[src/rtl/mul_seq_controller_pkg.sv]
// Shared state encoding and sizing helpers for the sequential shift-add multiplier.
package mul_seq_controller_pkg;

  localparam int MUL_STATE_LEN = 2;
  localparam int WORD_LEN_DEF  = 32;

  typedef enum logic [MUL_STATE_LEN-1:0] {
    MUL_IDLE = 2'd0,
    MUL_RUN  = 2'd1,
    MUL_DONE = 2'd2
  } mul_state_t;

  // Counter width that stays legal even when the whole product takes one step.
  function automatic int cnt_width(input int steps);
    return (steps > 1) ? $clog2(steps) : 1;
  endfunction

endpackage

[src/rtl/mul_step_dp.sv]
// Shift-add datapath: accumulator, shifting multiplicand/multiplier and the
// STEP_BITS-wide partial-product adder, driven by load/step from the sequencer.
module mul_step_dp
  import mul_seq_controller_pkg::*;
#(
  parameter int WORD_LEN  = WORD_LEN_DEF,
  parameter int STEP_BITS = 2
) (
  input  logic                clk,
  input  logic                rst,
  input  logic                load,
  input  logic                step,
  input  logic [WORD_LEN-1:0] op_a,
  input  logic [WORD_LEN-1:0] op_b,
  output logic [WORD_LEN-1:0] acc_nxt
);

  logic [WORD_LEN-1:0] acc;
  logic [WORD_LEN-1:0] mcand;
  logic [WORD_LEN-1:0] mplier;
  logic [WORD_LEN-1:0] pp_sum;

  // Low-order product bits do not depend on signedness, so plain modular adds suffice.
  always_comb begin
    pp_sum = '0;
    for (int i = 0; i < STEP_BITS; i++) begin
      if (mplier[i]) pp_sum = pp_sum + (mcand << i);
    end
    acc_nxt = acc + pp_sum;
  end

  always_ff @(posedge clk or negedge rst) begin
    if (!rst) begin
      acc    <= '0;
      mcand  <= '0;
      mplier <= '0;
    end else if (load) begin
      acc    <= '0;
      mcand  <= op_a;
      mplier <= op_b;
    end else if (step) begin
      acc    <= acc_nxt;
      mcand  <= mcand << STEP_BITS;
      mplier <= mplier >> STEP_BITS;
    end
  end

endmodule

[src/rtl/mul_seq_controller.sv]
// Sequencer for the multi-cycle EXE multiplier: freezes IF/ID/EXE while the
// product is built, then releases the pipeline for one cycle with done/result.
module mul_seq_controller
  import mul_seq_controller_pkg::*;
#(
  parameter int WORD_LEN  = WORD_LEN_DEF,
  parameter int STEP_BITS = 2
) (
  input  logic                clk,
  input  logic                rst,
  input  logic                start,
  input  logic                flush,
  input  logic [WORD_LEN-1:0] op_a,
  input  logic [WORD_LEN-1:0] op_b,
  output logic                freeze,
  output logic                done,
  output logic [WORD_LEN-1:0] result
);

  localparam int               STEPS    = WORD_LEN / STEP_BITS;
  localparam int               CNT_W    = cnt_width(STEPS);
  localparam logic [CNT_W-1:0] LAST_CNT = CNT_W'(STEPS - 1);

  mul_state_t          state;
  mul_state_t          state_nxt;
  logic [CNT_W-1:0]    cnt;
  logic                load;
  logic                step;
  logic                finish;
  logic [WORD_LEN-1:0] acc_nxt;

  mul_step_dp #(
    .WORD_LEN  (WORD_LEN),
    .STEP_BITS (STEP_BITS)
  ) u_dp (
    .clk     (clk),
    .rst     (rst),
    .load    (load),
    .step    (step),
    .op_a    (op_a),
    .op_b    (op_b),
    .acc_nxt (acc_nxt)
  );

  // start is ignored in DONE: the same MUL is still sitting in EXE that cycle.
  always_comb begin
    state_nxt = state;
    freeze    = 1'b0;
    load      = 1'b0;
    step      = 1'b0;
    finish    = 1'b0;
    unique case (state)
      MUL_IDLE: begin
        if (start && !flush) begin
          freeze    = 1'b1;
          load      = 1'b1;
          state_nxt = MUL_RUN;
        end
      end
      MUL_RUN: begin
        freeze = 1'b1;
        if (flush) begin
          state_nxt = MUL_IDLE;
        end else begin
          step = 1'b1;
          if (cnt == LAST_CNT) begin
            finish    = 1'b1;
            state_nxt = MUL_DONE;
          end
        end
      end
      MUL_DONE: state_nxt = MUL_IDLE;
      default:  state_nxt = MUL_IDLE;
    endcase
    if (!rst) freeze = 1'b0;
  end

  always_ff @(posedge clk or negedge rst) begin
    if (!rst) begin
      state  <= MUL_IDLE;
      cnt    <= '0;
      done   <= 1'b0;
      result <= '0;
    end else begin
      state <= state_nxt;
      done  <= finish;
      if (finish) result <= acc_nxt;
      if (load)      cnt <= '0;
      else if (step) cnt <= cnt + CNT_W'(1);
    end
  end

endmodule

[config.mk]
export PLATFORM = sky130hd
export DESIGN_NAME = mul_seq_controller
export DESIGN_NICKNAME = d
export VERILOG_FILES = /design/src/rtl/mul_seq_controller_pkg.sv /design/src/rtl/mul_step_dp.sv /design/src/rtl/mul_seq_controller.sv
export SDC_FILE = /design/constraint.sdc
export NUM_CORES = 1
export LEC_CHECK = 0
export BUFFER_PORTS_ARGS = -buffer_cell sky130_fd_sc_hd__buf_2
export CAP_MARGIN = 20
export CORE_ASPECT_RATIO = 1.5
export CORE_UTILIZATION = 60
export DETAILED_ROUTE_END_ITERATION = 10
export PLACE_DENSITY = 0.81
export SYNTH_ARGS = -nofsm -noshare
export SYNTH_HDL_FRONTEND = slang
export SYNTH_SLANG_ARGS = --single-unit
[constraint.sdc]
create_clock -name clk -period 6.31 [get_ports clk]
set_input_delay 0.631 -clock clk [delete_from_list [all_inputs] [get_ports clk]]
set_output_delay 0.631 -clock clk [all_outputs]
set_load 0.02 [all_outputs]
---- Word level (Yosys, flattened, before mapping) ----
Index checks and enable logic that the tools add are counted.
operators by class
  $add $sub $neg .......................... 3
  equality and inequality tests ........... 4
  muxes and demuxes ....................... 23
  reductions and logical operators ........ 5
operator list
  cell                                                  count
  two-way mux 32 bit                                    8
  adder 32 bit                                          2
  two-way mux 1 bit                                     8
  two-way mux 4 bit                                     2
  two-way mux 2 bit                                     3
  adder 4 x 1 -> 4 bit (second input constant)          1
  equality test 4 bit (second input constant)           1
  one-hot mux 2 bit (2 select lines)                    1
  inequality test 3 bit (second input constant)         1
  equality test 2 x 1 -> 1 bit (second input constant)  1
  zero test 2 bit                                       1
  inequality test 2 bit (second input constant)         1
  one-hot mux 1 bit (2 select lines)                    1
  AND reduction 2 bit                                   1
  nonzero test 2 bit                                    1
  logical AND 1 bit                                     1
  zero test 1 bit                                       1
word-level totals
  bits in registers ....................... 135
  input port bits ......................... 68
  output and inout port bits .............. 34
  logic and storage cells ................. 42

---- Depth between registers and ports, before layout ----
Gate-level depths: netlist of the first run.
  word-level depth ........................ 6
  gate-level depth with buffers ........... 27
  gate-level depth less buffers ........... 22

---- By module ----
Synthesis of the first run repeated with hierarchy kept, for this count alone.
second synthesis, totals
  cell total of the unflattened synthesis .. 1140
  area, all modules ....................... 10209.8 sq um
by module, submodules not included
  module              times used  cells each  area each (sq um)  sequential area each (sq um)
  mul_step_dp         1           1041        8540.7             2402.3
  mul_seq_controller  1           99          1669.1             975.9

---- Worst setup path after synthesis of the first run ----
OpenSTA, ideal clock, no wires.
  kind .................................... reg2reg
  from .................................... register u_dp.mplier[0]
  to ...................................... register result[30]
  setup time .............................. 125 ps
  data arrival time ....................... 5414 ps
  required time ........................... 6185 ps
  path slack .............................. 771 ps
  cell stages (with the launch flop) ...... 26
  buffers on the path ..................... 5
  clock period less this slack ............ 5539 ps
  path through ............................ dfrtp_1 -> buf_6 -> buf_6 -> clkbuf_1 -> clkbuf_1 -> clkbuf_1 -> and2_1 -> ha_1 -> a21o_1 -> maj3_2 -> a21boi_4 -> o31ai_1 -> a2111oi_2 -> o31ai_1 -> o311ai_1 -> a32o_1 -> ha_1 -> and2_1 -> and3_1 -> nand4_1 -> a211o_1 -> a211oi_1 -> nand2b_4 -> a311oi_2 -> xnor2_1 -> mux2_2
between the ends
  cells in the longest elaborated chain, start to end .. 4
RTL lines
  element                   RTL line                  text
  start: declaration        mul_step_dp.sv:20         logic [WORD_LEN-1:0] mplier;
  start signal: assignment  mul_step_dp.sv:40         mplier <= op_b;
  start signal: assignment  mul_step_dp.sv:44         mplier <= mplier >> STEP_BITS;
  two-way mux 32 bit *      mul_step_dp.sv:27         if (mplier[i]) pp_sum = pp_sum + (mcand << i);
  adder 32 bit              mul_step_dp.sv:27
  two-way mux 32 bit *      mul_step_dp.sv:27
  adder 32 bit *            mul_step_dp.sv:29         acc_nxt = acc + pp_sum;
  end signal: assignment    mul_seq_controller.sv:87  if (finish) result <= acc_nxt;
  end: declaration          mul_seq_controller.sv:17  output logic [WORD_LEN-1:0] result
Mark *: on every way between the ends. The rest lies on a longest branch, timed or not.
A chain may end at the register's enable or synchronous reset.

---- Worst setup path in the final report of the first run ----
  from .................................... register u_dp.mplier[0]
  to ...................................... register result[28]
The elaborated chain is that of the path after synthesis.

==> insert_results.sql, run 1 <==
INSERT INTO impl_metrics (metric_group, metric, value, unit) VALUES
('outcome', 'status', 'complete, no violations', ''),
('synth', 'synth_seq_area_share', '0.3528', ''),
('synth', 'synthArstFlopShare', '1.000', ''),
('die', 'initial_utilization', '0.6127', ''),
('critical_path', 'type_of_destination_of_the_critical_path', 'flip-flop', ''),
('die', 'chip_width', '105.1', 'um'),
('die', 'die_area', '16480', 'um^2'),
('drt', 'route.detailed.drc', '0', ''),
('global_routing', 'grt_max_degree', '78', ''),
('clock_network', 'holdBufCountCts', '0', ''),
('timing', 'worstMarginPinSlew', '694.2', 'ps'),
('flow_run', 'max-cap-violations', '0', ''),
('clock_network', 'clock-sinks', '135', ''),
('die', 'floorplan.core_area', '15630', 'um^2'),
('drt', 'wl_met2', '11770', 'um'),
('place', 'gp_congestion', '0.9596', ''),
('place', 'postPlaceCellArea', '10130', 'um^2'),
('synth', 'synth.avg_cell_area', '9.197', 'um^2'),
('synth', 'synth_top_cell_area_share', '0.3528', ''),
('synth', 'synth.top_cells.by_area', 'sky130_fd_sc_hd__dfrtp_1, sky130_fd_sc_hd__ha_1, sky130_fd_sc_hd__nand2_1', ''),
('place', 'placement.io_buffers', '101', ''),
('critical_path', 'timing.rr.start', 'u_dp.mplier[0]', ''),
('drt', 'avgViaCountPerCell', '6.209', ''),
('critical_path', 'critical_path.endpoint', 'result[28]', ''),
('synth', 'synth_fp_nets', '1163', ''),
('critical_path', 'timing.critical_path.fanout_max', '15', ''),
('layout', 'post_route_cells_drive_above_1_share', '0.2068', ''),
('die', 'ios', '102', ''),
('synth', 'yosys_register_bits', '135', ''),
('die', 'row_count', '56', ''),
('timing', 'max-slew-margin-rel', '0.5372', ''),
('timing', 'rsz0062_at_grt', 'false', ''),
('power', 'power_leakage', '5.265', 'nW'),
('critical_path', 'crit_path_start_kind', 'flip-flop', ''),
('clock_network', 'cts-htree-levels', '4', ''),
('global_routing', 'globalRouteTotalUtil', '0.2989', ''),
('critical_path', 'data_arrival_time_at_the_worst_slack_endpoint', '5810', 'ps'),
('global_routing', 'final_global_route_overflow_total', '0', ''),
('die', 'die_h', '156.7', 'um'),
('synth', 'synthFlopType', 'sky130_fd_sc_hd__dfrtp_1', ''),
('timing', 'skew', '8.362', 'ps'),
('global_routing', 'global_route_wire_length_before_repair', '39010', 'um'),
('timing', 'maxSlewViolCount', '0', ''),
('timing', 'finalCriticalPeriod', '5502', 'ps'),
('synth', 'synth_top_cells_by_count', 'sky130_fd_sc_hd__nand2_1, sky130_fd_sc_hd__dfrtp_1, sky130_fd_sc_hd__a21oi_1, sky130_fd_sc_hd__o21ai_0, sky130_fd_sc_hd__ha_1', ''),
('layout', 'n_antenna_cell', '0', ''),
('critical_path', 'ff2ff_setup_slack', '810', 'ps'),
('timing', 'final.period_utilization', '0.8719', ''),
('global_routing', 'antenna_violations_before_repair', '0', ''),
('timing', 'clock.fmax', '0.1818', 'GHz'),
('synth', 'synth.largest_area_cell', 'sky130_fd_sc_hd__dfrtp_1', ''),
('drt', 'detail-route-antenna-nets', '0', ''),
('clock_network', 'cts.clk_slew.worst_paths', '60', 'ps'),
('layout', 'layout-area-overhead-vs-synth', '12.47', '%'),
('layout', 'final_area', '10770', 'um^2'),
('synth', 'netlist-cell-type-count', '93', ''),
('critical_path', 'ff2ff_path_depth', '22', ''),
('synth', 'yosysMostFrequentCell', 'sky130_fd_sc_hd__nand2_1', ''),
('critical_path', 'crit_type', 'flip-flop to flip-flop', ''),
('timing', 'setup_violations', '0', ''),
('drt', 'drt-pass1-iter-count', '5', ''),
('worst_hold_path', 'hold_class', 'input pin to async pin', ''),
('drt', 'wirelength', '23280', 'um'),
('clock_network', 'clock_latency', '430', 'ps'),
('clock_network', 'clock_tree.root_cell', 'sky130_fd_sc_hd__clkbuf_16', ''),
('timing', 'timing.setup.tns', '0', 'ps'),
('timing', 'final-hold-violation-count', '0', ''),
('drt', 'dr_iter_0_viols', '487', ''),
('place', 'place.detailed.hpwl', '16120', 'um'),
('clock_network', 'cts_tree', 'built', ''),
('power', 'vdd.ir_drop.worst', '0.0002566', 'V');
==> critical path: stages (launching register included) <==
cell and delay, ps:
sky130_fd_sc_hd__dfrtp_1 540, sky130_fd_sc_hd__and2_1 230, sky130_fd_sc_hd__ha_1 200, sky130_fd_sc_hd__fa_1 450, sky130_fd_sc_hd__a21oi_1 220, sky130_fd_sc_hd__o211ai_2 150, sky130_fd_sc_hd__o21ai_0 320, sky130_fd_sc_hd__o21ai_0 150
sky130_fd_sc_hd__a22oi_1 170, sky130_fd_sc_hd__o22ai_1 210, sky130_fd_sc_hd__a221o_1 360, sky130_fd_sc_hd__nand4_1 90, sky130_fd_sc_hd__nand3_1 100, sky130_fd_sc_hd__ha_1 360, sky130_fd_sc_hd__and2_1 220, sky130_fd_sc_hd__and3_1 200
sky130_fd_sc_hd__nand4_1 100, sky130_fd_sc_hd__a211o_1 320, sky130_fd_sc_hd__a211oi_1 280, sky130_fd_sc_hd__nand2b_4 210, sky130_fd_sc_hd__a31oi_1 110, sky130_fd_sc_hd__xnor2_1 150, sky130_fd_sc_hd__mux2_2 270
==> through the flow <==
stage | setup WS (ps) | hold slack, ps | power [W] | utilization | std cells
2_1_floorplan | 770.8 | 335.4 | 0.002705 | - | 1041
3_3_place_gp | 1118 | 460.4 | 0.003068 | 0.6484 | 1287
3_5_place_dp | 1010 | 463.6 | 0.003112 | 0.6484 | 1287
4_1_cts | 880.5 | 179.4 | 0.004157 | 0.6861 | 1318
5_1_grt | 422.1 | 209.1 | 0.004442 | 0.6891 | 1320
6_report | 808.3 | 160.1 | 0.004166 | 0.6891 | 1320
==> flip-flops by register name, summed over array words and instances (netlist names) <==
register     count
result          32
u_dp.acc        32
u_dp.mcand      32
u_dp.mplier     32
cnt              4
state            2
done             1
==> worst min path at each step <==
stage	startpoint	to	slack, ps	depth (start not counted)
floorplan	rst	cnt[0]	340	0
global placement	u_dp.mplier[21]	u_dp.mplier[21]	460	2
detailed placement	u_dp.mplier[23]	u_dp.mplier[23]	460	2
CTS	rst	result[13]	180	1
global route	rst	result[12]	210	1
finish	rst	result[13]	160	1
==> metal layers <==
metal | global-route usage | up-vias
met1 | 0.3460 | 3966
met4 | 0.1737 | 0
met3 | 0.05081 | 75
met2 | 0.5210 | 246
met5 | 0 | -
li1 | - | 3909
==> cell usage in the layout (no fill, tap or decap), types with 9 or more instances in the layout <==
cell type                   count
sky130_fd_sc_hd__a21o_1        27
sky130_fd_sc_hd__a21oi_1       68
sky130_fd_sc_hd__a22o_1        34
sky130_fd_sc_hd__a22oi_1       34
sky130_fd_sc_hd__a31oi_1       10
sky130_fd_sc_hd__and2_1        21
sky130_fd_sc_hd__buf_2        100
sky130_fd_sc_hd__buf_4          9
sky130_fd_sc_hd__clkbuf_16     17
sky130_fd_sc_hd__dfrtp_1      135
sky130_fd_sc_hd__ha_1          52
sky130_fd_sc_hd__inv_1         22
sky130_fd_sc_hd__mux2_2        45
sky130_fd_sc_hd__mux2i_1       27
sky130_fd_sc_hd__nand2_1      157
sky130_fd_sc_hd__nand3_1       12
sky130_fd_sc_hd__nand4_1       12
sky130_fd_sc_hd__nor2_1        38
sky130_fd_sc_hd__nor3_1         9
sky130_fd_sc_hd__o21ai_0       62
sky130_fd_sc_hd__o21bai_1      10
sky130_fd_sc_hd__xnor2_1       35
sky130_fd_sc_hd__xor2_1        27
==> layout make-up <==
cell class / count / area, um^2
Timing Repair Buffer: 112 / 626.9
Clock inverter: 14 / 163.9
Multi-Input combinational cell: 815 / 5827
Fill cell: 1245 / 4857
Tap cell: 203 / 254.0
Inverter: 24 / 92.59
Sequential cell: 135 / 3378
Clock buffer: 17 / 425.4
==> cells by family (layout without fill, tap and decap cells) <==
family	count (synthesis)	after routing	share of synthesized area
AOI/OAI and AO/OA	321	321	0.2395
xor gates and xnor gates	62	62	0.05672
adders and majority gates	55	55	0.07331
buffers and inverters	91	167	0.04130
DFF	135	135	0.3528
muxes	73	73	0.08272
and+or+nand+nor	304	304	0.1536
==> power by group <==
group / switching, W / internal, W
Sequential: 0.000270 / 0.00106
Combinational: 0.00104 / 0.000773
Clock: 0.000427 / 0.000592
Total: 0.00174 / 0.00243
Power figures use the tool's default switching activity.
==> inputs of run 2 (changes only) <==
Settings changed: PLACE_DENSITY 0.81 to unset, PLACE_DENSITY_LB_ADDON set to 0.25, RECOVER_POWER set to 50.
==> insert_results.sql, run 2 (same netlist as run 1, synthesis figures left out) <==
INSERT INTO impl_metrics (metric_group, metric, value, unit) VALUES
('timing', 'finalCriticalPeriod', '5443', 'ps'),
('layout', 'final-instance-count-excl-fill', '1318', ''),
('layout', 'mostFrequentLayoutCell', 'sky130_fd_sc_hd__nand2_1', ''),
('timing', 'worstMarginPinSlew', '3661', 'ps'),
('critical_path', 'path_delay_family', 'compound AO/OA/AOI/OAI gates', ''),
('die', 'initial_utilization', '0.6127', ''),
('drt', 'drt-pass1-iter-count', '5', ''),
('timing', 'final-hold-violation-count', '0', ''),
('timing', 'clock.fmax', '0.1837', 'GHz'),
('drt', 'wirelength', '22900', 'um'),
('critical_path', 'crit_type', 'flip-flop to flip-flop', ''),
('clock_network', 'cts_resized', '0', ''),
('flow_run', 'max-cap-violations', '2', ''),
('global_routing', 'antenna_violations_before_repair', '0', ''),
('critical_path', 'type_of_destination_of_the_critical_path', 'flip-flop', ''),
('critical_path', 'crit_path_start_kind', 'flip-flop', ''),
('clock_network', 'clock-sinks', '135', ''),
('die', 'floorplan.core_area', '15630', 'um^2'),
('layout', 'register_area', '3378', 'um^2'),
('die', 'ios', '102', ''),
('clock_network', 'cts_made_buffers', '17', ''),
('place', 'placement.io_buffers', '101', ''),
('power', 'power_leakage', '5.095', 'nW'),
('timing', 'max-slew-margin-rel', '-1.441', ''),
('clock_network', 'clock_tree.root_cell', 'sky130_fd_sc_hd__clkbuf_16', ''),
('layout', 'most-common-layout-cells', 'sky130_fd_sc_hd__nand2_1, sky130_fd_sc_hd__dfrtp_1, sky130_fd_sc_hd__a21oi_1', ''),
('layout', 'multi_input_comb_area', '5827', 'um^2'),
('layout', 'n_antenna_cell', '0', ''),
('global_routing', 'grt_pass1_vias', '7802', ''),
('drt', 'total_via_count_after_detailed_routing', '8058', ''),
('drt', 'routedWlPerCell', '17.38', 'um'),
('timing', 'rsz0062_at_grt', 'false', ''),
('drt', 'detail-route-antenna-nets', '0', ''),
('layout', 'filler_cell_count', '1269', ''),
('critical_path', 'critical_path_buf_inv_count', '1', ''),
('critical_path', 'timing.critical_path.slowest_cell_delay', '490', 'ps'),
('timing', 'setup_violations', '0', ''),
('power', 'power-per-cell-area', '388.0', 'nW/um^2'),
('outcome', 'failing_checks', 'capacitance limit, slew limit', ''),
('global_routing', 'global_route_wire_length_before_repair', '38070', 'um'),
('timing', 'timing.setup.tns', '0', 'ps'),
('timing', 'skew', '9.269', 'ps'),
('die', 'die_h', '156.7', 'um'),
('critical_path', 'data_arrival_time_at_the_worst_slack_endpoint', '5770', 'ps'),
('critical_path', 'critical_path_required', '6640', 'ps'),
('power', 'vdd.ir_drop.worst', '0.0002066', 'V'),
('clock_network', 'holdBufCountCts', '0', ''),
('critical_path', 'timing.critical_path.fanout_max', '46', ''),
('clock_network', 'clock_latency', '430', 'ps'),
('clock_network', 'max-clock-path-buffers', '2', ''),
('global_routing', 'globalRouteTotalUtil', '0.2927', ''),
('place', 'gp_congestion', '0.9287', ''),
('drt', 'dr_iter_0_viols', '443', ''),
('die', 'die_area', '16480', 'um^2'),
('global_routing', 'grt_max_degree', '100', ''),
('drt', 'avgViaCountPerCell', '6.114', ''),
('global_routing', 'final_global_route_overflow_total', '0', ''),
('layout', 'post_route_cells_drive_above_1_share', '0.1749', ''),
('clock_network', 'post_cts_buffers', '0', ''),
('clock_network', 'cts.clk_slew.worst_paths', '70', 'ps'),
('drt', 'route.detailed.drc', '0', ''),
('clock_network', 'cts_tree', 'built', ''),
('die', 'chip_width', '105.1', 'um'),
('critical_path', 'critPathSlowestCell', 'sky130_fd_sc_hd__fa_1', ''),
('place', 'placed_cells', '1286', ''),
('timing', 'final.period_utilization', '0.8626', ''),
('timing', 'maxSlewViolCount', '139', ''),
('layout', 'layout-area-overhead-vs-synth', '11.49', '%'),
('clock_network', 'cts-htree-levels', '4', ''),
('outcome', 'status', 'complete, but fails checks', ''),
('place', 'place.detailed.hpwl', '15950', 'um'),
('die', 'row_count', '56', ''),
('layout', 'net_total_in_the_final_layout', '1224', ''),
('critical_path', 'crit_path_cell_trace', 'buf_4, and2_1, fa_1, a21oi_1, o211ai_2, o21ai_0, o21ai_0, a22oi_1, o22ai_1, a221o_1, nand4_1, nand3_1, ha_1, and2_1, and3_1, nand4_1, a211o_1, a211oi_1, nand2b_4, a311oi_2, xnor2_1, mux2_2', ''),
('worst_hold_path', 'hold_class', 'input pin to flip-flop', '');
[run 2: cell count changes in the layout (fill, tap and decap cells not counted), sizes merged]
cell | previous run | this run
bufinv | 2 | 1
buf | 112 | 74
clkinvlp | 2 | 1
clkinv | 2 | 4
clkbuf | 17 | 52
inv | 32 | 33
[run 2: layer usage]
metal  routed length [um]  part of all wire  track usage  vias to the layer above
met4                  994             0.043       0.1610                        0
met5                    0                 0            0                        -
met2                11400              0.50       0.4970                      223
li1                     -                 -            -                     3904
met1                 9451              0.41       0.3483                     3868
met3                 1055             0.046      0.05789                       63
[run 2: layout make-up]
cell class | instances | area share
Clock buffer | 17 | 0.03985
Multi-Input combinational cell | 815 | 0.5459
Tap cell | 203 | 0.02380
Sequential cell | 135 | 0.3165
Inverter | 24 | 0.008674
Timing Repair Buffer | 109 | 0.04876
Clock inverter | 15 | 0.01653
[run 2: worst reg2reg max path, delay by kind of cell (launching register included)]
kind,cells,cell delay [ps]
adders and majority gates,2,840
buffers and inverters,1,280
xor gates and xnor gates,1,170
and+or+nand+nor,7,1140
DFF,1,390
muxes,1,270
AOI/OAI and AO/OA,10,2250
[run 2: through the flow]
step | worst slack, ps | utilization | total power, W | hold WS, ps | instance area [um^2]
6_report | 866.8 | 0.6831 | 0.004141 | 389.6 | 10670
5_1_grt | 462.0 | 0.6831 | 0.004424 | 393.4 | 10670
2_1_floorplan | 770.8 | - | 0.002705 | 335.4 | 9574
4_1_cts | 879.5 | 0.6864 | 0.004146 | 209.9 | 10730
3_5_place_dp | 950.8 | 0.6479 | 0.003113 | 475.5 | 10120
3_3_place_gp | 1097 | 0.6479 | 0.003068 | 459.2 | 10120
[run 2: power breakdown]
| group | switching [W] | leakage (nW) | total, W | internal, W |
|---|---|---|---|---|
| clock network | 0.000447 | 0.293 | 0.00101 | 0.000566 |
| logic | 0.00103 | 3.03 | 0.00180 | 0.000770 |
| registers | 0.000263 | 1.77 | 0.00133 | 0.00106 |
[run 2: final timing paths]
check                           depth (start not counted)  slack (ps)         endpoint       startpoint
worst min-delay path                                    3         390  u_dp.mplier[11]         op_b[11]
worst min register to register                          2         490  u_dp.mplier[20]  u_dp.mplier[20]
worst max-delay path                                   22         870       result[30]   u_dp.mplier[0]
min in group asynchronous                               1        1440    u_dp.mcand[1]              rst
max in group asynchronous                               2        1670       result[13]              rst
worst max register to register                         22         870       result[30]   u_dp.mplier[0]
==> inputs of run 3 (changes only) <==
Settings changed: BUFFER_PORTS_ARGS -buffer_cell sky130_fd_sc_hd__buf_2 to unset, CORE_UTILIZATION 60 to 65, DONT_BUFFER_PORTS set to 1.
==> insert_results.sql, run 3 (same netlist as run 1, synthesis figures left out) <==
INSERT INTO impl_metrics (metric_group, metric, value, unit) VALUES
('outcome', 'status', 'complete, but fails checks', ''),
('outcome', 'failing_checks', 'capacitance limit, slew limit', ''),
('clock_network', 'max-clock-path-buffers', '2', ''),
('clock_network', 'clock_latency', '430', 'ps'),
('die', 'die_area', '15230', 'um^2'),
('clock_network', 'cts_made_buffers', '17', ''),
('clock_network', 'clock-sinks', '135', ''),
('drt', 'drt-pass1-iter-count', '5', ''),
('critical_path', 'timing.critical_path.fanout_max', '5', ''),
('critical_path', 'crit_path_start_kind', 'flip-flop', ''),
('global_routing', 'global_route_wire_length_before_repair', '37580', 'um'),
('drt', 'route.detailed.drc', '0', ''),
('layout', 'postLayoutCoreUtil', '0.7063', ''),
('drt', 'avgViaCountPerCell', '6.415', ''),
('die', 'ios', '102', ''),
('layout', 'most-common-layout-cells', 'sky130_fd_sc_hd__nand2_1, sky130_fd_sc_hd__dfrtp_1, sky130_fd_sc_hd__a21oi_1', ''),
('critical_path', 'critical_path_required', '6620', 'ps'),
('drt', 'dr_iter_0_viols', '332', ''),
('timing', 'final.period_utilization', '0.8498', ''),
('critical_path', 'critPathSlowestCell', 'sky130_fd_sc_hd__fa_1', ''),
('place', 'placement.io_buffers', '0', ''),
('critical_path', 'crit_type', 'flip-flop to flip-flop', ''),
('global_routing', 'final_global_route_overflow_total', '0', ''),
('clock_network', 'post_cts_buffers', '0', ''),
('clock_network', 'cts_tree', 'built', ''),
('drt', 'routedWlPerCell', '19.01', 'um'),
('timing', 'rsz0062_at_grt', 'false', ''),
('power', 'vdd.ir_drop.worst', '0.0002452', 'V'),
('critical_path', 'type_of_destination_of_the_critical_path', 'flip-flop', ''),
('critical_path', 'data_arrival_time_at_the_worst_slack_endpoint', '5670', 'ps'),
('timing', 'setup_violations', '0', ''),
('critical_path', 'critical_path_buf_inv_count', '0', ''),
('clock_network', 'cts.clk_slew.worst_paths', '60', 'ps'),
('die', 'initial_utilization', '0.6622', ''),
('clock_network', 'clock_tree.root_cell', 'sky130_fd_sc_hd__clkbuf_16', ''),
('timing', 'max-slew-margin-rel', '-1.265', ''),
('global_routing', 'grt_pass1_vias', '7711', ''),
('place', 'gp_congestion', '0.9302', ''),
('timing', 'worstMarginPinSlew', '3398', 'ps'),
('worst_hold_path', 'hold_class', 'input pin to flip-flop', ''),
('die', 'chip_width', '101.1', 'um'),
('critical_path', 'timing.critical_path.slowest_cell_delay', '460', 'ps'),
('layout', 'net_total_in_the_final_layout', '1123', ''),
('die', 'floorplan.core_area', '14460', 'um^2'),
('drt', 'wirelength', '23000', 'um'),
('die', 'die_h', '150.6', 'um'),
('power', 'power-per-cell-area', '410.8', 'nW/um^2'),
('layout', 'post_route_cells_drive_above_1_share', '0.1252', ''),
('die', 'row_count', '54', ''),
('critical_path', 'path_delay_family', 'compound AO/OA/AOI/OAI gates', ''),
('timing', 'skew', '7.181', 'ps'),
('global_routing', 'globalRouteTotalUtil', '0.3198', ''),
('timing', 'maxSlewViolCount', '144', ''),
('clock_network', 'cts-htree-levels', '4', ''),
('global_routing', 'grt_max_degree', '136', ''),
('timing', 'clock.fmax', '0.1865', 'GHz'),
('critical_path', 'crit_path_cell_trace', 'and2_1, ha_1, fa_1, a21oi_1, o211ai_2, o21ai_0, o21ai_0, a22oi_1, o22ai_1, a221o_1, nand4_1, nand3_1, ha_1, and2_1, and3_1, a21oi_1, or2_1, o31ai_2, o31ai_2, o21bai_1, xor2_1, mux2_2', ''),
('drt', 'total_via_count_after_detailed_routing', '7762', ''),
('place', 'place.detailed.hpwl', '15260', 'um'),
('global_routing', 'antenna_violations_before_repair', '0', ''),
('layout', 'layout-area-overhead-vs-synth', '6.665', '%'),
('timing', 'final-hold-violation-count', '0', ''),
('timing', 'timing.setup.tns', '0', 'ps'),
('flow_run', 'max-cap-violations', '2', ''),
('timing', 'finalCriticalPeriod', '5363', 'ps'),
('layout', 'n_antenna_cell', '0', ''),
('power', 'power_leakage', '4.791', 'nW'),
('drt', 'detail-route-antenna-nets', '0', ''),
('layout', 'mostFrequentLayoutCell', 'sky130_fd_sc_hd__nand2_1', '');
run 3: layout make-up:
type / count / area (um^2)
Sequential cell: 135 / 3378
Timing Repair Buffer: 8 / 57.56
Clock buffer: 17 / 425.4
Clock inverter: 15 / 192.7
Inverter: 24 / 92.59
Tap cell: 196 / 245.2
Multi-Input combinational cell: 815 / 5821
Fill cell: 1137 / 4247
run 3: metal layers:
metal / track usage / wire (um) / share of wire
met2: 0.5391 / 11610 / 0.50
met3: 0.06267 / 1172 / 0.051
met1: 0.3788 / 9157 / 0.40
met5: 0 / 0 / 0
met4: 0.1783 / 1061 / 0.046
run 3: worst register-to-register path: stages, from the launching register on:
cell,delay (ps)
sky130_fd_sc_hd__dfrtp_1,450
sky130_fd_sc_hd__and2_1,200
sky130_fd_sc_hd__ha_1,210
sky130_fd_sc_hd__fa_1,460
sky130_fd_sc_hd__a21oi_1,210
sky130_fd_sc_hd__o211ai_2,150
sky130_fd_sc_hd__o21ai_0,260
sky130_fd_sc_hd__o21ai_0,140
sky130_fd_sc_hd__a22oi_1,150
sky130_fd_sc_hd__o22ai_1,210
sky130_fd_sc_hd__a221o_1,360
sky130_fd_sc_hd__nand4_1,90
sky130_fd_sc_hd__nand3_1,100
sky130_fd_sc_hd__ha_1,350
sky130_fd_sc_hd__and2_1,240
sky130_fd_sc_hd__and3_1,200
sky130_fd_sc_hd__a21oi_1,100
sky130_fd_sc_hd__or2_1,260
sky130_fd_sc_hd__o31ai_2,340
sky130_fd_sc_hd__o31ai_2,130
sky130_fd_sc_hd__o21bai_1,210
sky130_fd_sc_hd__xor2_1,130
sky130_fd_sc_hd__mux2_2,300
run 3: power by group:
group / switching (W) / internal [W]
combinational: 0.00106 / 0.000755
sequential: 0.000255 / 0.00107
clock: 0.000424 / 0.000632
total: 0.00174 / 0.00245
run 3: per-stage QoR:
stage / setup WS [ps] / cell area [um^2] / hold slack [ps] / cells / total power [W]
floorplan: 770.8 / 9574 / 335.4 / 1041 / 0.002705
global placement: 1210 / 9595 / 339.5 / 1177 / 0.003033
detailed placement: 1103 / 9595 / 339.9 / 1177 / 0.003087
CTS: 992.1 / 10240 / 215.9 / 1210 / 0.004196
global route: 549.0 / 10210 / 316.5 / 1210 / 0.004462
finish: 947.5 / 10210 / 313.0 / 1210 / 0.004195
run 3: what timing repair did:
action                                 in CTS  in global routing
endpoints found under the hold margin     135                  0
setup endpoints to repair                   0                  0
resized for setup                           0                  0
hold buffers                                1                  0
run 3: path summary, 6_finish.rpt:
| path | endpoint | slack (ps) | depth (start not counted) | startpoint |
|---|---|---|---|---|
| setup / recovery | result[25] | 950 | 22 | u_dp.mcand[1] |
| hold / removal | u_dp.mplier[12] | 310 | 2 | op_b[12] |
| setup reg to reg | result[25] | 950 | 22 | u_dp.mcand[1] |
| hold reg to reg | u_dp.mplier[20] | 490 | 2 | u_dp.mplier[20] |
| max in group asynchronous | u_dp.acc[4] | 2970 | 1 | rst |
| min in group asynchronous | u_dp.mcand[7] | 1180 | 1 | rst |
